[config.mk]
export PLATFORM = sky130hd
export DESIGN_NAME = fsk_frame_serdes
export DESIGN_NICKNAME = d
export VERILOG_FILES = /design/src/rtl/fsk_frame_serdes.sv
export SDC_FILE = /design/constraint.sdc
export NUM_CORES = 1
export LEC_CHECK = 0
export BUFFER_PORTS_ARGS = -buffer_cell sky130_fd_sc_hd__buf_2
export CAP_MARGIN = 25
export CORE_MARGIN = 2
export CORE_UTILIZATION = 28
export DETAILED_ROUTE_END_ITERATION = 6
export GPL_TIMING_DRIVEN = 1
export PLACE_DENSITY_LB_ADDON = 0.12
export SYNTH_ARGS = -nofsm -noshare
export SYNTH_HDL_FRONTEND = slang
export SYNTH_SLANG_ARGS = --single-unit
[constraint.sdc]
create_clock -name clk_sys -period 6.35 [get_ports clk_sys]
set_clock_uncertainty 0.2 [all_clocks]
set_input_delay 0 -clock clk_sys [delete_from_list [all_inputs] [get_ports clk_sys]]
set_output_delay 0 -clock clk_sys [all_outputs]
set_load 0.05 [all_outputs]
[src/rtl/fsk_frame_serdes.sv]
// fsk_frame_serdes: symbol timing, frame-to-symbol serialiser (TX) and
// mid-symbol sampling symbol-to-frame deserialiser (RX) for an FSK link.
module fsk_frame_serdes #(
  parameter  int FRAME_W   = 16,
  parameter  int BPS       = 2,
  parameter  int SPS       = 256,
  parameter  int MSB_FIRST = 0,
  localparam int NSYM      = FRAME_W / BPS,
  localparam int PW        = $clog2(SPS),
  localparam int SW        = (NSYM > 1) ? $clog2(NSYM) : 1
) (
  input  logic               clk_sys,
  input  logic               rst_n,
  input  logic [FRAME_W-1:0] tx_data,
  input  logic               tx_valid,
  output logic               tx_ready,
  output logic [BPS-1:0]     tx_sym,
  output logic               tx_active,
  output logic               sym_strobe,
  output logic [PW-1:0]      phase,
  output logic [SW-1:0]      sym_cnt,
  input  logic               rx_en,
  input  logic [BPS-1:0]     rx_sym,
  output logic [FRAME_W-1:0] rx_data,
  output logic               rx_valid
);

  typedef enum logic [1:0] {IDLE, ARMED, SEND} tx_state_e;

  tx_state_e          state_q;
  logic [PW-1:0]      phase_q;
  logic [SW-1:0]      sym_cnt_q;
  logic [BPS-1:0]     tx_sym_q;
  logic               tx_active_q;
  logic [FRAME_W-1:0] shreg_q;
  logic [BPS-1:0]     sym_head;
  logic [FRAME_W-1:0] shift_next;

  logic [SW-1:0]      rx_idx_q;
  logic [FRAME_W-1:0] rx_acc_q;
  logic [FRAME_W-1:0] rx_acc_d;
  logic [FRAME_W-1:0] rx_data_q;
  logic               rx_valid_q;

  logic end_edge;
  logic mid_edge;

  assign end_edge   = (phase_q == PW'(SPS - 1));
  assign mid_edge   = (phase_q == PW'(SPS / 2));
  assign sym_strobe = (phase_q == '0);
  assign phase      = phase_q;
  assign sym_cnt    = sym_cnt_q;
  assign tx_sym     = tx_sym_q;
  assign tx_active  = tx_active_q;
  assign tx_ready   = (state_q == IDLE) & rst_n;
  assign rx_data    = rx_data_q;
  assign rx_valid   = rx_valid_q;

  // Next symbol always sits at the head of the shift register; the
  // shift direction follows the symbol ordering.
  if (MSB_FIRST != 0) begin : g_msb
    assign sym_head   = shreg_q[FRAME_W-1 -: BPS];
    assign shift_next = shreg_q << BPS;
  end else begin : g_lsb
    assign sym_head   = shreg_q[BPS-1:0];
    assign shift_next = shreg_q >> BPS;
  end

  // Free-running symbol phase counter, never stalled.
  always_ff @(posedge clk_sys) begin
    if (!rst_n)        phase_q <= '0;
    else if (end_edge) phase_q <= '0;
    else               phase_q <= phase_q + PW'(1);
  end

  // TX FSM: latch at handshake, then advance symbols only at end edges.
  always_ff @(posedge clk_sys) begin
    if (!rst_n) begin
      state_q     <= IDLE;
      tx_sym_q    <= '0;
      tx_active_q <= 1'b0;
      sym_cnt_q   <= '0;
      shreg_q     <= '0;
    end else begin
      case (state_q)
        IDLE: begin
          if (tx_valid) begin
            shreg_q <= tx_data;
            state_q <= ARMED;
          end
        end
        ARMED: begin
          if (end_edge) begin
            tx_sym_q    <= sym_head;
            shreg_q     <= shift_next;
            tx_active_q <= 1'b1;
            sym_cnt_q   <= '0;
            state_q     <= SEND;
          end
        end
        SEND: begin
          if (end_edge) begin
            if (sym_cnt_q == SW'(NSYM - 1)) begin
              tx_sym_q    <= '0;
              tx_active_q <= 1'b0;
              sym_cnt_q   <= '0;
              state_q     <= IDLE;
            end else begin
              sym_cnt_q <= sym_cnt_q + SW'(1);
              tx_sym_q  <= sym_head;
              shreg_q   <= shift_next;
            end
          end
        end
        default: state_q <= IDLE;
      endcase
    end
  end

  // Drop the received symbol into its slot of the assembly word.
  always_comb begin
    rx_acc_d = rx_acc_q;
    for (int k = 0; k < NSYM; k++) begin
      if (rx_idx_q == SW'(k)) begin
        if (MSB_FIRST != 0) rx_acc_d[FRAME_W-1-k*BPS -: BPS] = rx_sym;
        else                rx_acc_d[k*BPS +: BPS]           = rx_sym;
      end
    end
  end

  // RX assembly: mid-symbol sampling, frame publish on the last symbol.
  always_ff @(posedge clk_sys) begin
    if (!rst_n) begin
      rx_idx_q   <= '0;
      rx_acc_q   <= '0;
      rx_data_q  <= '0;
      rx_valid_q <= 1'b0;
    end else begin
      rx_valid_q <= 1'b0;
      if (!rx_en) begin
        rx_idx_q <= '0;
        rx_acc_q <= '0;
      end else if (mid_edge) begin
        if (rx_idx_q == SW'(NSYM - 1)) begin
          rx_data_q  <= rx_acc_d;
          rx_valid_q <= 1'b1;
          rx_idx_q   <= '0;
          rx_acc_q   <= '0;
        end else begin
          rx_acc_q <= rx_acc_d;
          rx_idx_q <= rx_idx_q + SW'(1);
        end
      end
    end
  end

endmodule

==> results_tabular.tex, run 1 <==
\begin{tabular}{lr}
\hline
Metric & Value \\
\hline
\multicolumn{2}{l}{\textbf{Setup path}} \\
Worst path cell trace & ha\_1 -> nand4\_1 -> o22ai\_2 -> and2\_1 -> mux2i\_1 \\
Critical Path End Type & flop \\
Cell with the largest stage delay on the worst path & and2\_1 \\
Worst endpoint required time & 6.41 ns \\
Largest fanout on the critical path & 16 \\
Gate family responsible for the most delay along the worst path & simple AND/OR/NAND/NOR gates \\
Data arrival, critical path & 2.75 ns \\
Startpoint type of the worst setup path & flop \\
Slowest Stage Delay on Critical Path & 0.66 ns \\
Buffers and inverters on the worst path & 0 \\
Worst setup path class & reg -> reg \\
\multicolumn{2}{l}{\textbf{Drt}} \\
Routed Wire Length & 7490 um \\
Drt drc & 0 \\
Detailed router's first-iteration violation count & 105 \\
Routed wirelength normalized by instance count & 13.7 um \\
First-pass iteration count of the detailed router & 4 \\
Per-cell via count in the routed design & 4.72 \\
DR vias & 2573 \\
Antenna Violating Nets Remaining & 0 \\
\multicolumn{2}{l}{\textbf{Timing}} \\
Final number of hold-violating endpoints & 0 \\
Post-layout minimum cycle time & 2.69 ns \\
Max-slew violation total from the final report & 0 \\
Worst rel slew slack & 35.5\% \\
Share of the cycle needed by the critical path after routing & 42.4\% \\
Minimum hold slack & 0.167 ns \\
Worst setup margin & 3.66 ns \\
Actual slew at the worst max-slew pin & 0.967 ns \\
Unrepaired setup endpoints after global routing & no \\
Max Fclk & 371 MHz \\
Fin Setup TNS & 0 ns \\
Final setup fails & 0 \\
\multicolumn{2}{l}{\textbf{Clocking}} \\
Clock tree from TritonCTS & built \\
Source-to-sink clock delay at the later pin of the worst-skew pair & 0.34 ns \\
Clock tree sinks & 66 \\
Clk pin slew, worst setup/hold paths & 0.07 ns \\
Number of clock buffers inserted by TritonCTS & 9 \\
Clock root buffer master & clkbuf\_8 \\
CTS max path bufs & 2 \\
H-Tree Depth & 3 \\
\multicolumn{2}{l}{\textbf{Floorplanning}} \\
I/O pin count & 55 \\
Vertical extent of the die & 110 um \\
Initial core utilization & 28.8\% \\
Width of the die & 110 um \\
Die area & 12100 sq um \\
Area of the placeable core & 10900 sq um \\
Num rows & 38 \\
\multicolumn{2}{l}{\textbf{Synth}} \\
Number of flops mapped to enable cells by yosys & 0 \\
Async S/R FF share, synth & 0\% \\
Synthesized-area fraction occupied by ao, oa, aoi and oai cells & 14.7\% \\
Post-synthesis xor/xnor area fraction & 1.40\% \\
Portion of netlist area occupied by mux cells & 10.2\% \\
Cell Area, Synth & 3130 sq um \\
Post-synthesis simple-gate area fraction & 21.1\% \\
Synthesized-area fraction occupied by adder cells & 5.99\% \\
Top flip-flop cell by instance count after synthesis & dfxtp\_1 \\
Fraction of the yosys area taken by sequential cells & 42.2\% \\
Cell variety after synth & 34 \\
Syn\_area\_per\_cell & 9.30 sq um \\
Main combinational cell family by area after synthesis & simple AND/OR/NAND/NOR gates \\
FF+latch count, synth & 66 \\
Warning count from the yosys run & 0 \\
Post-synthesis net count & 374 \\
Synthesized instance count & 337 \\
\multicolumn{2}{l}{\textbf{Place}} \\
Routability Congestion & 0.722 \\
Estimated wirelength of the detail-placed design & 4990 um \\
Total instance count after detailed placement & 511 \\
Placed instance area & 3490 sq um \\
Setup WS pre-CTS & 3.70 ns \\
Buffers on Ports & 54 \\
\multicolumn{2}{l}{\textbf{GRT}} \\
Pin count of the biggest net entering global routing & 57 \\
Vias in the first global route & 2524 \\
Global router's overall resource usage & 13.3\% \\
Overflow left after global routing & 0 \\
Initial antenna violation count & 0 \\
First-pass GRT wire length & 12500 um \\
\multicolumn{2}{l}{\textbf{Pwr}} \\
Post-route total power & 984 uW \\
Standby leakage power & 1.86 nW \\
Ratio of total power to cell area & 255 nW/um\^{}2 \\
Worst voltage drop across the vdd grid & 0.141 mV \\
\multicolumn{2}{l}{\textbf{Cells and area}} \\
Post-layout net count & 440 \\
Design area & 3860 sq um \\
Count of inserted antenna diode cells & 0 \\
Cell Count, Final, Fillers Out & 545 \\
Commonest non-fill, non-tap cell in the layout & dfxtp\_1 \\
Most frequent cells in the layout & 66 x dfxtp\_1, 54 x buf\_2, 48 x nand2\_1 \\
Fin util & 35.5\% \\
Proportion of layout cells with a drive suffix above 1 & 17.3\% \\
Area overhead of the layout relative to synthesis & 23.3\% \\
\multicolumn{2}{l}{\textbf{Flow run}} \\
Number of max-cap violations & 0 \\
\multicolumn{2}{l}{\textbf{Worst hold path}} \\
Tightest Hold Check Type & in -> reg \\
\multicolumn{2}{l}{\textbf{Status}} \\
Result of the run & finished clean \\
\hline
\end{tabular}
## synthesized netlist by cell type (3+ instances only)
| master | count | area share (%) |
|---|---|---|
| a21boi_0 | 3 | 0.72 |
| a21oi_1 | 16 | 2.6 |
| and2_1 | 7 | 1.4 |
| buf_2 | 7 | 1.1 |
| clkbuf_1 | 12 | 1.4 |
| dfxtp_1 | 66 | 42 |
| ha_1 | 15 | 6.0 |
| inv_1 | 9 | 1.1 |
| mux2i_1 | 32 | 10 |
| nand2_1 | 48 | 5.8 |
| nand3_1 | 26 | 4.2 |
| nand3b_1 | 4 | 0.96 |
| nor2_1 | 14 | 1.7 |
| nor2b_1 | 7 | 1.4 |
| o211a_1 | 28 | 8.9 |
| o21ai_0 | 4 | 0.64 |
| or3_1 | 15 | 3.0 |
| xnor2_1 | 3 | 0.84 |
## path summary, 6_finish.rpt
| path | slack (ns) | to | cells past startpoint | startpoint |
|---|---|---|---|---|
| max | 3.66 | shreg_q[15] | 5 | phase[0] |
| min reg2reg | 0.25 | rx_acc_q[1] | 2 | rx_acc_q[1] |
| max reg2reg | 3.66 | shreg_q[15] | 5 | phase[0] |
| min | 0.17 | rx_data[15] | 3 | rst_n |
## layer usage
layer	routed length, um	vias up	GRT usage [%]
met1	3800	1202	18.9
met3	322	11	2.61
li1	-	1312	-
met5	0	-	0
met4	133	0	5.97
met2	3230	48	19.2
## report_power, final
part	total (mW)	switching (mW)	internal, mW
Combinational	0.205	0.113	0.0914
Sequential	0.468	0.0200	0.448
Clock	0.311	0.154	0.157
Total	0.984	0.287	0.697
## sequential cells by signal, summed over array words and instances (netlist names)
signal and flops:
state_q 2, rx_acc_q 14, rx_valid 1, tx_active 1, shreg_q 16, phase 8
tx_sym 2, sym_cnt 3, rx_idx_q 3, rx_data 16
## cells by family (layout without fill, tap and decap cells)
group	count (synthesis)	after routing
XOR/XNOR	5	5
buffers and inverters	31	99
AO/OA/AOI/OAI	58	58
flip-flops	66	66
adder cells (fa/ha/maj)	15	15
multiplexers	32	32
AND/OR/NAND/NOR	130	130
## worst min-delay path: cells and delay by family
kind / cells / cell delay, ns
AO/OA/AOI/OAI: 1 / 0.06
AND/OR/NAND/NOR: 1 / 0.18
buffers and inverters: 1 / 0.41
## cell type report
type	count	area, sq um
inverter	9	33.8
sequential	66	1320
multi-input combinational	240	1670
tap	140	175
timing repair buffer	77	503
clock buffer	13	159
fill	1145	7020
## repair_timing
| action | in CTS | in global routing |
|---|---|---|
| hold buffers | 21 | 0 |
| endpoints found under the hold margin | 21 | 0 |
| gates resized for setup | 0 | 0 |
| setup buffers | 0 | 0 |
Note: power is estimated with default switching activity, not from simulation.
==> inputs of run 2 (changes only) <==
- clock period: 6.35 -> 2.35 ns (I/O delays scaled with it)
==> results_tabular.tex, run 2 (same netlist as run 1, synthesis figures left out) <==
\begin{tabular}{lr}
\hline
Metric & Value \\
\hline
\multicolumn{2}{l}{\textbf{Status}} \\
Result of the run & finished clean (unchanged) \\
\multicolumn{2}{l}{\textbf{Floorplanning}} \\
Area of the placeable core & 10900 sq um (unchanged) \\
I/O pin count & 55 (unchanged) \\
Initial core utilization & 28.8\% (unchanged) \\
Num rows & 38 (unchanged) \\
Vertical extent of the die & 110 um (unchanged) \\
Die area & 12100 sq um (unchanged) \\
Width of the die & 110 um (unchanged) \\
\multicolumn{2}{l}{\textbf{Setup path}} \\
Worst reg2reg path startpoint & phase[0] (unchanged) \\
Data arrival, critical path & 2.12 ns (was 2.75 ns) \\
Register-to-Register Path Depth & 6 (was 5) \\
CP startpoint & phase[0] (unchanged) \\
Worst endpoint required time & 2.41 ns (was 6.41 ns) \\
Slowest Stage Delay on Critical Path & 0.43 ns (was 0.66 ns) \\
Worst setup path class & reg -> reg (unchanged) \\
Largest fanout on the critical path & 28 (was 16) \\
Worst path cell trace & inv\_1 -> ha\_1 -> nor4b\_4 -> nand3\_4 -> or3\_1 -> a21oi\_1 (was ha\_1 -> nand4\_1 -> o22ai\_2 -> and2\_1 -> mux2i\_1) \\
Buffers and inverters on the worst path & 1 (was 0) \\
Startpoint type of the worst setup path & flop (unchanged) \\
Critical Path End Type & flop (unchanged) \\
Cell with the largest stage delay on the worst path & or3\_1 (was and2\_1) \\
Worst setup slack for register-to-register paths & 0.28 ns (was 3.66 ns) \\
Gate family responsible for the most delay along the worst path & simple AND/OR/NAND/NOR gates (unchanged) \\
Worst r2r dst & rx\_acc\_q[13] (was shreg\_q[15]) \\
\multicolumn{2}{l}{\textbf{Pwr}} \\
Clock share of power & 34.5\% (was 31.6\%) \\
Sequential fraction of design power & 45.0\% (was 47.6\%) \\
Worst voltage drop across the vdd grid & 0.289 mV (was 0.141 mV) \\
Switching component of the power & 821 uW (was 287 uW) \\
Share of power burned in combinational logic & 20.6\% (was 20.8\%) \\
Internal cell power & 1.99 mW (was 697 uW) \\
Standby leakage power & 1.92 nW (was 1.86 nW) \\
Switching portion of total power & 29.2\% (about the same) \\
Ratio of total power to cell area & 711 nW/um\^{}2 (was 255 nW/um\^{}2) \\
\multicolumn{2}{l}{\textbf{Timing}} \\
Worst rel slew slack & 63.3\% (was 35.5\%) \\
Final number of hold-violating endpoints & 0 (unchanged) \\
Max-slew violation total from the final report & 0 (unchanged) \\
Share of the cycle needed by the critical path after routing & 87.9\% (was 42.4\%) \\
Final setup fails & 0 (unchanged) \\
Worst setup margin & 0.284 ns (was 3.66 ns) \\
Actual slew at the worst max-slew pin & 0.547 ns (was 0.967 ns) \\
Fin Setup TNS & 0 ns (unchanged) \\
Unrepaired setup endpoints after global routing & no (unchanged) \\
Max Fclk & 484 MHz (was 371 MHz) \\
Post-layout minimum cycle time & 2.07 ns (was 2.69 ns) \\
\multicolumn{2}{l}{\textbf{Worst hold path}} \\
Critical hold path startpoint & rx\_acc\_q[2] (was rst\_n) \\
Instance count along the most critical hold path & 2 (was 3) \\
End of the worst hold path & rx\_acc\_q[2] (was rx\_data[15]) \\
Tightest Hold Check Type & reg -> reg (was in -> reg) \\
\multicolumn{2}{l}{\textbf{GRT}} \\
Initial antenna violation count & 0 (unchanged) \\
Global router's overall resource usage & 13.5\% (was 13.3\%) \\
Overflow left after global routing & 0 (unchanged) \\
First-pass GRT wire length & 12500 um (unchanged) \\
Vias in the first global route & 2576 (was 2524) \\
Pin count of the biggest net entering global routing & 34 (was 57) \\
\multicolumn{2}{l}{\textbf{Drt}} \\
Drt drc & 0 (unchanged) \\
Per-cell via count in the routed design & 4.67 (was 4.72) \\
Detailed router's first-iteration violation count & 112 (was 105) \\
DR vias & 2590 (was 2573) \\
Routed wirelength normalized by instance count & 13.7 um (about the same) \\
Antenna Violating Nets Remaining & 0 (unchanged) \\
First-pass iteration count of the detailed router & 4 (unchanged) \\
Routed Wire Length & 7590 um (was 7490 um) \\
\multicolumn{2}{l}{\textbf{Place}} \\
Setup WS pre-CTS & 0.305 ns (was 3.70 ns) \\
Routability Congestion & 0.755 (was 0.722) \\
Buffers on Ports & 54 (unchanged) \\
Estimated wirelength of the detail-placed design & 5090 um (was 4990 um) \\
Placed instance area & 3550 sq um (was 3490 sq um) \\
\multicolumn{2}{l}{\textbf{Cells and area}} \\
Proportion of layout cells with a drive suffix above 1 & 19.5\% (was 17.3\%) \\
Count of filler cells inserted in the layout & 1124 (was 1145) \\
Post-layout net count & 447 (was 440) \\
Commonest non-fill, non-tap cell in the layout & dfxtp\_1 (unchanged) \\
Count of inserted antenna diode cells & 0 (unchanged) \\
Area overhead of the layout relative to synthesis & 26.3\% (was 23.3\%) \\
Design area & 3960 sq um (was 3860 sq um) \\
Most frequent cells in the layout & 66 x dfxtp\_1, 54 x buf\_2, 48 x nand2\_1 (unchanged) \\
\multicolumn{2}{l}{\textbf{Flow run}} \\
Number of max-cap violations & 0 (unchanged) \\
\multicolumn{2}{l}{\textbf{Clocking}} \\
Source-to-sink clock delay at the later pin of the worst-skew pair & 0.35 ns (was 0.34 ns) \\
H-Tree Depth & 3 (unchanged) \\
Clk pin slew, worst setup/hold paths & 0.08 ns (was 0.07 ns) \\
Number of clock buffers inserted by TritonCTS & 9 (unchanged) \\
Clock root buffer master & clkbuf\_8 (unchanged) \\
Clock tree from TritonCTS & built (unchanged) \\
Clock tree sinks & 66 (unchanged) \\
Post-CTS setup repair buffer count & 0 (unchanged) \\
CTS max path bufs & 2 (unchanged) \\
\hline
\end{tabular}
## run 2: cell types whose count changed in the layout (fill, tap and decap cells not counted)
| cell | delta |
|---|---|
| buf_4 | +7 |
| buf_12 | +1 |
| clkbuf_8 | -1 |
| clkinv_2 | +3 |
| clkbuf_1 | -1 |
| bufinv_16 | +1 |
| clkinv_4 | +1 |
| buf_8 | -1 |
## run 2: layout make-up
cell class                 instances  area (sq um)  area share (%)
clock buffer                      11           141            3.57
sequential                        66          1320            33.4
tap                              140           175            4.43
clock inverter                     5          53.8            1.36
multi-input combinational        240          1670            42.2
timing repair buffer              84           561            14.2
inverter                           9          33.8           0.854
## run 2: power by group through the flow
| stage | Combinational, mW | Clock, mW | Sequential, mW |
|---|---|---|---|
| after floorplan | 0.428 | 0 | 1.29 |
| after global placement | 0.564 | 0 | 1.29 |
| after detailed placement | 0.560 | 0 | 1.29 |
| after CTS | 0.589 | 1.00 | 1.27 |
| after global routing | 0.650 | 1.06 | 1.28 |
| final | 0.579 | 0.970 | 1.27 |
## run 2: repair_timing
action / CTS / global route
resized for setup: 0 / 0
endpoints found under the hold margin: 26 / 0
hold buffers: 21 / 0
## run 2: worst max path at each step
stage | endpoint | slack [ns] | cells after the start
finish | rx_acc_q[13] | 0.28 | 6
global route | shreg_q[15] | 0.08 | 7
CTS | rx_acc_q[13] | 0.28 | 6
detailed placement | shreg_q[14] | 0.31 | 7
global placement | shreg_q[15] | 0.30 | 7
floorplan | shreg_q[15] | 0.02 | 8
## run 2: tightest hold or removal path, cell delays in order, from the launching register on
cell     delay (ns)
dfxtp_1        0.31
nand2_1        0.05
a21oi_1        0.05
## run 2: through the flow
stage | utilization, % | hold WS [ns] | std cells | total power, mW
3_3_place_gp | 32.6 | 0.0739 | 518 | 1.85
6_report | 36.3 | 0.253 | 555 | 2.81
4_1_cts | 36.3 | 0.255 | 555 | 2.86
5_1_grt | 36.3 | 0.269 | 555 | 2.98
2_1_floorplan | - | -0.0337 | 337 | 1.72
3_5_place_dp | 32.6 | 0.0854 | 518 | 1.85
## run 2: routing by layer
layer  global-route usage (%)  vias up  routed length, um
met4                     4.34        0                 92
met5                        0        -                  0
met1                     17.9     1214               3820
met3                     3.38        7                265
met2                     21.3       44               3400
li1                         -     1325                  -
==> inputs of run 3 (changes only) <==
- CELL_PAD_IN_SITES_DETAIL_PLACEMENT: not set -> 0
- CELL_PAD_IN_SITES_GLOBAL_PLACEMENT: not set -> 1
==> results_tabular.tex, run 3 (same netlist as run 1, synthesis figures left out) <==
\begin{tabular}{lr}
\hline
Metric & Value \\
\hline
\multicolumn{2}{l}{\textbf{Status}} \\
Result of the run & finished clean (unchanged) \\
\multicolumn{2}{l}{\textbf{Drt}} \\
Per-cell via count in the routed design & 4.69 (was 4.67) \\
Drt drc & 0 (unchanged) \\
Detailed router's first-iteration violation count & 63 (was 112) \\
DR vias & 2605 (was 2590) \\
Routed Wire Length & 7700 um (was 7590 um) \\
Routed wirelength normalized by instance count & 13.8 um (was 13.7 um) \\
Antenna Violating Nets Remaining & 0 (unchanged) \\
First-pass iteration count of the detailed router & 5 (was 4) \\
\multicolumn{2}{l}{\textbf{Floorplanning}} \\
Num rows & 38 (unchanged) \\
Die area & 12100 sq um (unchanged) \\
Vertical extent of the die & 110 um (unchanged) \\
Width of the die & 110 um (unchanged) \\
Initial core utilization & 28.8\% (unchanged) \\
Area of the placeable core & 10900 sq um (unchanged) \\
I/O pin count & 55 (unchanged) \\
\multicolumn{2}{l}{\textbf{Pwr}} \\
Worst voltage drop across the vdd grid & 0.331 mV (was 0.289 mV) \\
Standby leakage power & 1.91 nW (was 1.92 nW) \\
Ratio of total power to cell area & 700 nW/um\^{}2 (was 711 nW/um\^{}2) \\
\multicolumn{2}{l}{\textbf{Cells and area}} \\
Area overhead of the layout relative to synthesis & 26.0\% (was 26.3\%) \\
Count of filler cells inserted in the layout & 1113 (was 1124) \\
Cell Count, Final, Fillers Out & 556 (was 555) \\
Commonest non-fill, non-tap cell in the layout & dfxtp\_1 (unchanged) \\
Most frequent cells in the layout & 66 x dfxtp\_1, 54 x buf\_2, 48 x nand2\_1 (unchanged) \\
Proportion of layout cells with a drive suffix above 1 & 20.0\% (was 19.5\%) \\
Post-layout net count & 448 (was 447) \\
Count of inserted antenna diode cells & 0 (unchanged) \\
Design area & 3950 sq um (was 3960 sq um) \\
\multicolumn{2}{l}{\textbf{GRT}} \\
Global router's overall resource usage & 13.7\% (was 13.5\%) \\
Grt peak-use layer & met2 (unchanged) \\
Met2 usage & 20.0\% (was 21.3\%) \\
Overflow left after global routing & 0 (unchanged) \\
Initial antenna violation count & 0 (unchanged) \\
Vias in the first global route & 2509 (was 2576) \\
Pin count of the biggest net entering global routing & 29 (was 34) \\
Global routing usage on met1 & 19.2\% (was 17.9\%) \\
Grt met3 use & 4.51\% (was 3.38\%) \\
First-pass GRT wire length & 12700 um (was 12500 um) \\
\multicolumn{2}{l}{\textbf{Setup path}} \\
Data arrival, critical path & 2.10 ns (was 2.12 ns) \\
Worst endpoint required time & 2.37 ns (was 2.41 ns) \\
Buffers and inverters on the worst path & 0 (was 1) \\
Startpoint type of the worst setup path & flop (unchanged) \\
Critical Path End Type & flop (unchanged) \\
Gate family responsible for the most delay along the worst path & simple AND/OR/NAND/NOR gates (unchanged) \\
Slowest Stage Delay on Critical Path & 0.55 ns (was 0.43 ns) \\
Largest fanout on the critical path & 6 (was 28) \\
Worst setup path class & reg -> reg (unchanged) \\
Cell with the largest stage delay on the worst path & nor3\_1 (was or3\_1) \\
Worst path cell trace & ha\_1 -> nand4\_1 -> nor3\_1 -> mux2i\_1 -> a21oi\_1 (was inv\_1 -> ha\_1 -> nor4b\_4 -> nand3\_4 -> or3\_1 -> a21oi\_1) \\
\multicolumn{2}{l}{\textbf{Clocking}} \\
Number of clock buffers inserted by TritonCTS & 9 (unchanged) \\
CTS max path bufs & 2 (unchanged) \\
Source-to-sink clock delay at the later pin of the worst-skew pair & 0.35 ns (about the same) \\
H-Tree Depth & 3 (unchanged) \\
Clock tree from TritonCTS & built (unchanged) \\
Clock tree sinks & 66 (unchanged) \\
Clock root buffer master & clkbuf\_8 (unchanged) \\
Post-CTS setup repair buffer count & 0 (unchanged) \\
Clk pin slew, worst setup/hold paths & 0.08 ns (about the same) \\
\multicolumn{2}{l}{\textbf{Flow run}} \\
Number of max-cap violations & 0 (unchanged) \\
\multicolumn{2}{l}{\textbf{Timing}} \\
Max-slew violation total from the final report & 0 (unchanged) \\
Post-layout minimum cycle time & 2.08 ns (was 2.07 ns) \\
Final setup fails & 0 (unchanged) \\
Max Fclk & 482 MHz (was 484 MHz) \\
Unrepaired setup endpoints after global routing & no (unchanged) \\
Actual slew at the worst max-slew pin & 0.587 ns (was 0.547 ns) \\
Share of the cycle needed by the critical path after routing & 88.3\% (was 87.9\%) \\
Worst setup margin & 0.274 ns (was 0.284 ns) \\
Final number of hold-violating endpoints & 0 (unchanged) \\
Fin Setup TNS & 0 ns (unchanged) \\
Worst rel slew slack & 60.8\% (was 63.3\%) \\
\multicolumn{2}{l}{\textbf{Place}} \\
Buffers on Ports & 54 (unchanged) \\
Routability Congestion & 0.680 (was 0.755) \\
Estimated wirelength of the detail-placed design & 5230 um (was 5090 um) \\
Total instance count after detailed placement & 519 (was 518) \\
Setup WS pre-CTS & 0.249 ns (was 0.305 ns) \\
Placed instance area & 3550 sq um (about the same) \\
\multicolumn{2}{l}{\textbf{Worst hold path}} \\
Tightest Hold Check Type & reg -> reg (unchanged) \\
\hline
\end{tabular}
==> run 3: cell count changes in the layout (fill, tap and decap cells not counted) <==
cell / previous run / this run
buf_4: 8 / 10
clkinv_2: 3 / 1
clkinvlp_4: 0 / 2
buf_12: 1 / 0
bufinv_16: 1 / 0
clkbuf_1: 1 / 0
clkbuf_8: 10 / 11
inv_6: 0 / 1
==> run 3: repair_timing <==
| action | in CTS | in global routing |
|---|---|---|
| gates resized for setup | 0 | 0 |
| endpoints found under the hold margin | 28 | 0 |
| hold buffers | 21 | 0 |
==> run 3: where the power goes <==
group | internal [mW] | switching [mW]
clock | 0.444 | 0.471
sequential | 1.21 | 0.0535
combinational | 0.268 | 0.317
==> run 3: worst register-to-register path, cell delays in order, from the launching register on <==
cell and delay [ns]:
dfxtp_1 0.41, ha_1 0.24, nand4_1 0.25, nor3_1 0.55, mux2i_1 0.24, a21oi_1 0.06
==> run 3: path summary, 6_finish.rpt <==
kind	start	slack [ns]	cells past startpoint	endpoint
setup / recovery	phase[0]	0.27	5	tx_sym[0]
hold / removal	rx_acc_q[8]	0.25	2	rx_acc_q[8]
setup reg to reg	phase[0]	0.27	5	tx_sym[0]
hold reg to reg	rx_acc_q[8]	0.25	2	rx_acc_q[8]
==> run 3: final cells by class <==
class                      instances  area [sq um]  area share, %
clock inverter                     5          37.5          0.951
clock buffer                      11           151           3.84
tap                              140           175           4.44
sequential                        66          1320           33.5
timing repair buffer              85           556           14.1
multi-input combinational        240          1670           42.4
inverter                           9          33.8          0.856
==> run 3: metrics by stage <==
stage	power [mW]	hold WS, ns	util, %
after detailed placement	1.86	0.0845	32.6
after global routing	2.93	0.251	36.2
after CTS	2.83	0.239	36.2
after global placement	1.85	0.0761	32.6
after floorplan	1.72	-0.0337	-
final	2.76	0.253	36.2
==> run 3: per-layer routing <==
metal / wire length [um] / part of all wire, %
met5: 0 / 0
met4: 78 / 1.0
met3: 310 / 4.0
met2: 3310 / 43
met1: 4000 / 52
